$ cat src/rtl/button_conditioner_if.sv
// ---------------------------------------------------------------------------
// button_conditioner_if
//   Bundles the raw button pins and the conditioned button outputs that pass
//   between the board-side driver and the conditioner.
//
//   Signals (all N_BTN wide, bit0=mode, bit1=start, bit2=change):
//     btn_raw    raw asynchronous button pins (driven by master)
//     btn_level  debounced pressed level, 1 = pressed (driven by slave)
//     btn_pulse  one-cycle pulse per accepted press and per auto-repeat
//     btn_long   high while the button is held past the long-press delay
//
//   Modports:
//     master  board / testbench side: drives btn_raw, observes outputs
//     slave   conditioner side: reads btn_raw, drives outputs
// ---------------------------------------------------------------------------
interface button_conditioner_if #(
    parameter int N_BTN = 3
);
    logic [N_BTN-1:0] btn_raw;
    logic [N_BTN-1:0] btn_level;
    logic [N_BTN-1:0] btn_pulse;
    logic [N_BTN-1:0] btn_long;

    modport master (
        output btn_raw,
        input  btn_level,
        input  btn_pulse,
        input  btn_long
    );

    modport slave (
        input  btn_raw,
        output btn_level,
        output btn_pulse,
        output btn_long
    );
endinterface

$ cat src/rtl/button_conditioner.sv
// ---------------------------------------------------------------------------
// button_conditioner
//   Conditions the raw push-buttons ahead of the watch FSM. Every button runs
//   through its own lane: 2-FF synchroniser, debounce, one-cycle press pulse,
//   debounced held level, long-press flag and optional auto-repeat pulses.
//   Lanes are fully independent, so simultaneous presses may produce
//   coincident pulses.
//
//   Ports:
//     clk    in   system clock
//     reset  in   asynchronous, active-low reset
//     btn    slave modport of button_conditioner_if
//              btn_raw   (in)  raw pins
//              btn_level (out) debounced pressed level
//              btn_pulse (out) press pulse + auto-repeat pulses
//              btn_long  (out) held >= REPEAT_DELAY since the accepted press
//
//   All outputs are registered; reset forces them to 0 immediately.
// ---------------------------------------------------------------------------

// ---------------------------------------------------------------------------
// button_conditioner_lane
//   One button: synchroniser + debounce/hold/repeat FSM.
//
//   Ports:
//     clk, reset   clock, async active-low reset
//     raw          raw pin for this button
//     level        debounced pressed level
//     pulse        one-cycle pulse on accepted press and every repeat
//     long_press   long-press flag
// ---------------------------------------------------------------------------
module button_conditioner_lane #(
    parameter int   DEBOUNCE_CYCLES = 1_000_000,
    parameter int   REPEAT_DELAY    = 25_000_000,
    parameter int   REPEAT_RATE     = 5_000_000,
    parameter bit   ACTIVE_LOW      = 1'b1,
    parameter bit   REPEAT_EN       = 1'b0,
    parameter int   CW              = 25
) (
    input  logic clk,
    input  logic reset,
    input  logic raw,
    output logic level,
    output logic pulse,
    output logic long_press
);
    typedef enum logic [2:0] {
        IDLE      = 3'd0,
        DEB_PRESS = 3'd1,
        HELD      = 3'd2,
        REPEAT    = 3'd3,
        DEB_REL   = 3'd4
    } state_t;

    // Synchroniser resets to the released pin level so that a button still
    // held when reset lifts is seen as a fresh press.
    localparam logic IDLE_LVL = ACTIVE_LOW;

    localparam logic [CW-1:0] DEB_LAST = CW'(DEBOUNCE_CYCLES - 1);
    localparam logic [CW-1:0] RD_LAST  = CW'(REPEAT_DELAY - 1);
    localparam logic [CW-1:0] RR_LAST  = CW'(REPEAT_RATE - 1);

    logic [1:0]    sync_ff;
    logic          p;
    state_t        state, state_n;
    logic [CW-1:0] cnt, cnt_n;
    logic          level_n, pulse_n, long_n;

    // Pressed = 1 regardless of pin polarity.
    assign p = ACTIVE_LOW ? ~sync_ff[1] : sync_ff[1];

    always_ff @(posedge clk or negedge reset) begin
        if (!reset) begin
            sync_ff    <= {2{IDLE_LVL}};
            state      <= IDLE;
            cnt        <= '0;
            level      <= 1'b0;
            pulse      <= 1'b0;
            long_press <= 1'b0;
        end else begin
            sync_ff    <= {sync_ff[0], raw};
            state      <= state_n;
            cnt        <= cnt_n;
            level      <= level_n;
            pulse      <= pulse_n;
            long_press <= long_n;
        end
    end

    always_comb begin
        state_n = state;
        cnt_n   = cnt;
        level_n = level;
        long_n  = long_press;
        pulse_n = 1'b0;

        case (state)
            IDLE: begin
                if (p) begin
                    state_n = DEB_PRESS;
                    cnt_n   = '0;
                end
            end

            DEB_PRESS: begin
                if (!p) begin
                    // Glitch shorter than the debounce window: drop silently.
                    state_n = IDLE;
                    cnt_n   = '0;
                end else if (cnt == DEB_LAST) begin
                    state_n = HELD;
                    cnt_n   = '0;
                    level_n = 1'b1;
                    pulse_n = 1'b1;
                end else begin
                    cnt_n = cnt + CW'(1);
                end
            end

            HELD: begin
                if (!p) begin
                    state_n = DEB_REL;
                    cnt_n   = '0;
                end else if (cnt == RD_LAST) begin
                    long_n = 1'b1;
                    if (REPEAT_EN) begin
                        state_n = REPEAT;
                        cnt_n   = '0;
                        pulse_n = 1'b1;
                    end else begin
                        // Non-repeating button: park the counter at the
                        // threshold so it can never wrap while held.
                        cnt_n = cnt;
                    end
                end else begin
                    cnt_n = cnt + CW'(1);
                end
            end

            REPEAT: begin
                if (!p) begin
                    state_n = DEB_REL;
                    cnt_n   = '0;
                end else if (cnt == RR_LAST) begin
                    pulse_n = 1'b1;
                    cnt_n   = '0;
                end else begin
                    cnt_n = cnt + CW'(1);
                end
            end

            DEB_REL: begin
                if (p) begin
                    // Release bounce: back to held without a pulse; the
                    // repeat delay starts over but long_press is kept.
                    state_n = HELD;
                    cnt_n   = '0;
                end else if (cnt == DEB_LAST) begin
                    state_n = IDLE;
                    cnt_n   = '0;
                    level_n = 1'b0;
                    long_n  = 1'b0;
                end else begin
                    cnt_n = cnt + CW'(1);
                end
            end

            default: begin
                state_n = IDLE;
                cnt_n   = '0;
            end
        endcase
    end
endmodule

module button_conditioner #(
    parameter int               N_BTN           = 3,
    parameter bit               BTN_ACTIVE_LOW  = 1'b1,
    parameter int               DEBOUNCE_CYCLES = 1_000_000,
    parameter int               REPEAT_DELAY    = 25_000_000,
    parameter int               REPEAT_RATE     = 5_000_000,
    parameter logic [N_BTN-1:0] REPEAT_MASK     = 3'b100
) (
    input  logic                 clk,
    input  logic                 reset,
    button_conditioner_if.slave  btn
);
    // Counter only ever needs to hold values up to (largest interval - 1).
    localparam int MAX_A   = (DEBOUNCE_CYCLES > REPEAT_DELAY) ? DEBOUNCE_CYCLES : REPEAT_DELAY;
    localparam int CNT_MAX = (MAX_A > REPEAT_RATE) ? MAX_A : REPEAT_RATE;
    localparam int CW      = (CNT_MAX < 2) ? 1 : $clog2(CNT_MAX);

    logic [N_BTN-1:0] level, pulse, long_press;

    for (genvar i = 0; i < N_BTN; i++) begin : g_lane
        button_conditioner_lane #(
            .DEBOUNCE_CYCLES (DEBOUNCE_CYCLES),
            .REPEAT_DELAY    (REPEAT_DELAY),
            .REPEAT_RATE     (REPEAT_RATE),
            .ACTIVE_LOW      (BTN_ACTIVE_LOW),
            .REPEAT_EN       (REPEAT_MASK[i]),
            .CW              (CW)
        ) u_lane (
            .clk        (clk),
            .reset      (reset),
            .raw        (btn.btn_raw[i]),
            .level      (level[i]),
            .pulse      (pulse[i]),
            .long_press (long_press[i])
        );
    end

    assign btn.btn_level = level;
    assign btn.btn_pulse = pulse;
    assign btn.btn_long  = long_press;
endmodule

$ cat src/flat_wrapper.sv
// flat-port wrapper written by rule: the top's interface ports become plain ports
module button_conditioner_flat 
#(
    parameter int               N_BTN           = 3,
    parameter bit               BTN_ACTIVE_LOW  = 1'b1,
    parameter int               DEBOUNCE_CYCLES = 1_000_000,
    parameter int               REPEAT_DELAY    = 25_000_000,
    parameter int               REPEAT_RATE     = 5_000_000,
    parameter logic [N_BTN-1:0] REPEAT_MASK     = 3'b100
)
  (clk, reset, btn_btn_raw, btn_btn_level, btn_btn_pulse, btn_btn_long);
  button_conditioner_if #(.N_BTN(N_BTN)) btn_i ();
  input  logic clk;
  input  logic reset;
  input wire logic [$bits(btn_i.btn_raw)-1:0] btn_btn_raw;
  output wire logic [$bits(btn_i.btn_level)-1:0] btn_btn_level;
  output wire logic [$bits(btn_i.btn_pulse)-1:0] btn_btn_pulse;
  output wire logic [$bits(btn_i.btn_long)-1:0] btn_btn_long;
  assign btn_i.btn_raw = btn_btn_raw;
  assign btn_btn_level = btn_i.btn_level;
  assign btn_btn_pulse = btn_i.btn_pulse;
  assign btn_btn_long = btn_i.btn_long;
  button_conditioner #(.N_BTN(N_BTN), .BTN_ACTIVE_LOW(BTN_ACTIVE_LOW), .DEBOUNCE_CYCLES(DEBOUNCE_CYCLES), .REPEAT_DELAY(REPEAT_DELAY), .REPEAT_RATE(REPEAT_RATE), .REPEAT_MASK(REPEAT_MASK)) u_core (.clk(clk), .reset(reset), .btn(btn_i));
endmodule
$ cat config.mk
export PLATFORM = sky130hd
export DESIGN_NAME = button_conditioner_flat
export DESIGN_NICKNAME = d
export VERILOG_FILES = /design/src/rtl/button_conditioner_if.sv /design/src/rtl/button_conditioner.sv /design/src/flat_wrapper.sv
export SDC_FILE = /design/constraint.sdc
export NUM_CORES = 1
export LEC_CHECK = 0
export CORE_UTILIZATION = 60
export DETAILED_ROUTE_END_ITERATION = 8
export PLACE_DENSITY_LB_ADDON = 0.1
export SLEW_MARGIN = 20
export SYNTH_ARGS = -nofsm -noshare
export SYNTH_HDL_FRONTEND = slang
export SYNTH_SLANG_ARGS = --single-unit
export TNS_END_PERCENT = 30
$ cat constraint.sdc
create_clock -name clk -period 2.5 [get_ports clk]
set_input_delay 0.5 -clock clk [delete_from_list [all_inputs] [get_ports clk]]
set_output_delay 0.5 -clock clk [all_outputs]
set_load 0.01 [all_outputs]
==> results.yml, run 1 <==
placement:
  place_hpwl_mm: 9.20
  dpl_worst_slack_ns: 0.0800
  gp_congestion: 0.901
  numPortBuffers: 13
critical_path:
  crit_path_end: "u_core.g_lane[2].u_lane.cnt[5]"
  startpoint: "u_core.g_lane[2].u_lane.cnt[10]"
  r2r_end: "u_core.g_lane[2].u_lane.cnt[5]"
  critPathCaptureType: "register"
  worstPathRequired_ns: 2.73
  rrSetupSlack_ns: 0.08
  rr_startpoint: "u_core.g_lane[2].u_lane.cnt[10]"
  worst-path-max-fanout: 25
  path_class: "reg2reg"
  worst_ep_arrival_time_ns: 2.65
  worstSetupStartpointType: "register"
  ff2ff_path_depth: 8
timing:
  rsz0062_at_grt: "true"
  setup_violations: 0
  setup_ws_ns: 0.0798
  fin_worst_skew_ns: 0.0129
  finalSetupTns_ns: 0
  timing.fmax_mhz: 413
  slew_headroom_pct: 64.8
  worst_slew_pin_slew_ns: 0.527
  min_period_over_period_pct: 96.8
  period_needed_ns: 2.42
  finalHoldViolCount: 0
  whs_ns: 0.369
  drv_slew: 0
clock_tree:
  htree_levels: 3
  clock_path_buffers: 2
  numClockSinks: 99
  cts_inserted_buffers: 9
  cts_tree: "built"
  insertion_delay_ns: 0.37
  clk_pin_slew_ns: 0.10
  clockRootBuffer: "clkbuf_8"
synthesis:
  synth_area_sq_mm: 0.00569
  yosys_register_bits: 99
  synthCells: 649
  synth_ff_type: "dfrtp_1"
  avgSynthCellArea_sq_um: 8.76
  yosys_warnings: 0
  syn_nets: 657
  synth_cell_types: 60
  synth_seq_area_share_pct: 43.7
  synth-edff-count: 0
  async_reset_ff_share_pct: 100
detailed_routing:
  drc: 0
  num_vias: 5121
  wl_per_cell_microns: 17.1
  dr.pass1.iters: 5
  ant_nets: 0
  finalWirelength_mm: 13.5
  drtIter0Drc: 308
  via_per_inst: 6.48
die:
  fp.dieW_microns: 99.4
  num_rows: 35
  core_region_area_sq_mm: 0.00920
  start_util_pct: 61.9
  die_area_sq_mm: 0.00987
  num_io_pins: 14
  die_h_microns: 99.4
layout:
  antenna_cells: 0
  mostFrequentLayoutCells: "dfrtp_1 (92), nand2_1 (87), nand3_1 (63)"
  synthToLayoutAreaGrowth_pct: 12.0
  drive_above_1_share_pct: 12.4
  fillers: 739
  layout_commonest_cell: "dfrtp_1"
  nets: 682
global_route:
  grt.met2_usage_pct: 46.4
  grt_overflow: 0
  use_met1_pct: 39.4
  grt_first_pass_wirelength_mm: 22.8
  first_global_vias: 4779
  grtUsageMet3_pct: 5.41
  grt_start_max_net_pins: 59
  antenna_found_initial: 0
  grt.busiest_layer: "met2"
  grt_use_total_pct: 28.8
run_status:
  status: "completed"
job:
  cap_violations: 0
pwr:
  power_density_mw_per_mm2: 477
  leakagePower_uw: 0.00269
  peakVddDrop_mv: 0.403
worst_hold_path:
  hold_class: "reg2reg"
-- cells by family (layout without fill, tap and decap cells) --
logic type,count (synthesis),in the layout,share of synthesized area (%)
AOI/OAI and AO/OA,164,165,19.2
buffers and inverters,57,86,5.13
adders and majority gates,3,3,0.660
DFF,99,99,43.7
and+or+nand+nor,319,319,30.1
muxes,7,7,1.23
-- flip-flops by register name, indices dropped and copies added (netlist names) --
name / cells
u_core.g_lane.u_lane.cnt: 75
u_core.g_lane.u_lane.state: 9
u_core.g_lane.u_lane.sync_ff: 6
u_core.g_lane.u_lane.level: 3
u_core.g_lane.u_lane.long_press: 3
u_core.g_lane.u_lane.pulse: 3
-- Yosys cell counts (7+ instances only) --
master | count | area share (%)
buf_4 | 11 | 1.5
nor4_1 | 9 | 0.99
o311ai_0 | 8 | 1.2
a31oi_1 | 24 | 2.6
buf_2 | 11 | 0.97
nand4_1 | 10 | 1.1
o21ai_0 | 37 | 3.3
a22o_1 | 12 | 1.8
a21oi_1 | 27 | 2.4
inv_1 | 16 | 1.1
a21o_1 | 14 | 1.8
nor2b_1 | 9 | 0.99
nor2_1 | 34 | 2.2
and2_1 | 12 | 1.3
or3_1 | 11 | 1.2
mux2i_1 | 7 | 1.2
o31ai_1 | 14 | 1.8
nand3_1 | 63 | 5.5
nor3_1 | 14 | 1.2
and3_1 | 30 | 3.3
clkbuf_1 | 16 | 1.1
nand2_1 | 87 | 5.7
dfrtp_1 | 93 | 41
-- metal layers --
metal  up-vias  part of all wire, %
li1       2463                    -
met1      2494                   44
met2       148                   49
met3        16                  5.4
met4         0                  1.4
met5         -                    0
-- worst min path at each step --
stage,startpoint,to,cells past startpoint
global route,u_core.g_lane[0].u_lane.sync_ff[0],u_core.g_lane[0].u_lane.sync_ff[1],0
global placement,reset,u_core.g_lane[2].u_lane.cnt[3],1
finish,u_core.g_lane[0].u_lane.sync_ff[0],u_core.g_lane[0].u_lane.sync_ff[1],0
CTS,u_core.g_lane[0].u_lane.sync_ff[0],u_core.g_lane[0].u_lane.sync_ff[1],0
floorplan,reset,u_core.g_lane[0].u_lane.cnt[0],0
detailed placement,reset,u_core.g_lane[2].u_lane.cnt[5],1
-- timing repair --
action / in CTS / in global routing
resized for setup: 0 / 20
endpoints found under the hold margin: 9 / 0
setup buffers: 0 / 3
setup endpoints to repair: 0 / 54
hold buffers: 1 / 0
-- report_power, final --
group | leakage (uW) | internal, uW | switching, uW
Sequential | 0.00135 | 1640 | 47.4
Clock | 0.000101 | 560 | 566
Combinational | 0.00124 | 84.3 | 140
-- critical path, cell delays in order, from the launching register on --
cell and delay (ns):
dfrtp_1 0.39, or4b_4 0.55, nor4_4 0.32, nand4_2 0.15, a32oi_2 0.31, o22ai_4 0.14
buf_12 0.18, a41oi_2 0.17, a31oi_1 0.06
-- metrics by stage --
stage	std cells	utilization (%)	instance area, sq um	power [uW]
after floorplan	649	-	5690	1840
after global placement	769	65.5	6030	1930
after detailed placement	769	65.5	6030	1940
after CTS	786	68.0	6250	3070
after global routing	790	69.3	6370	3150
final	790	69.3	6370	3040
-- cell type report --
type / instances / area [sq um] / area share [%]
Sequential cell: 99 / 2490 / 39.0
Multi-Input combinational cell: 494 / 3000 / 47.1
Timing Repair Buffer: 54 / 467 / 7.33
Inverter: 16 / 60.1 / 0.943
Clock buffer: 9 / 124 / 1.94
Clock inverter: 7 / 92.6 / 1.45
Tap cell: 111 / 139 / 2.18
Note: power is estimated with default switching activity, not from simulation.
==> run 2, diff against run 1 <==
--- a/constraint.sdc
+++ b/constraint.sdc
@@ -3,2 +3,2 @@
 set_output_delay 0.5 -clock clk [all_outputs]
-set_load 0.01 [all_outputs]
+set_load 0.05 [all_outputs]
==> results of run 2 <==
Same layout as run 1: the final DEF is identical, and so are final timing and power.
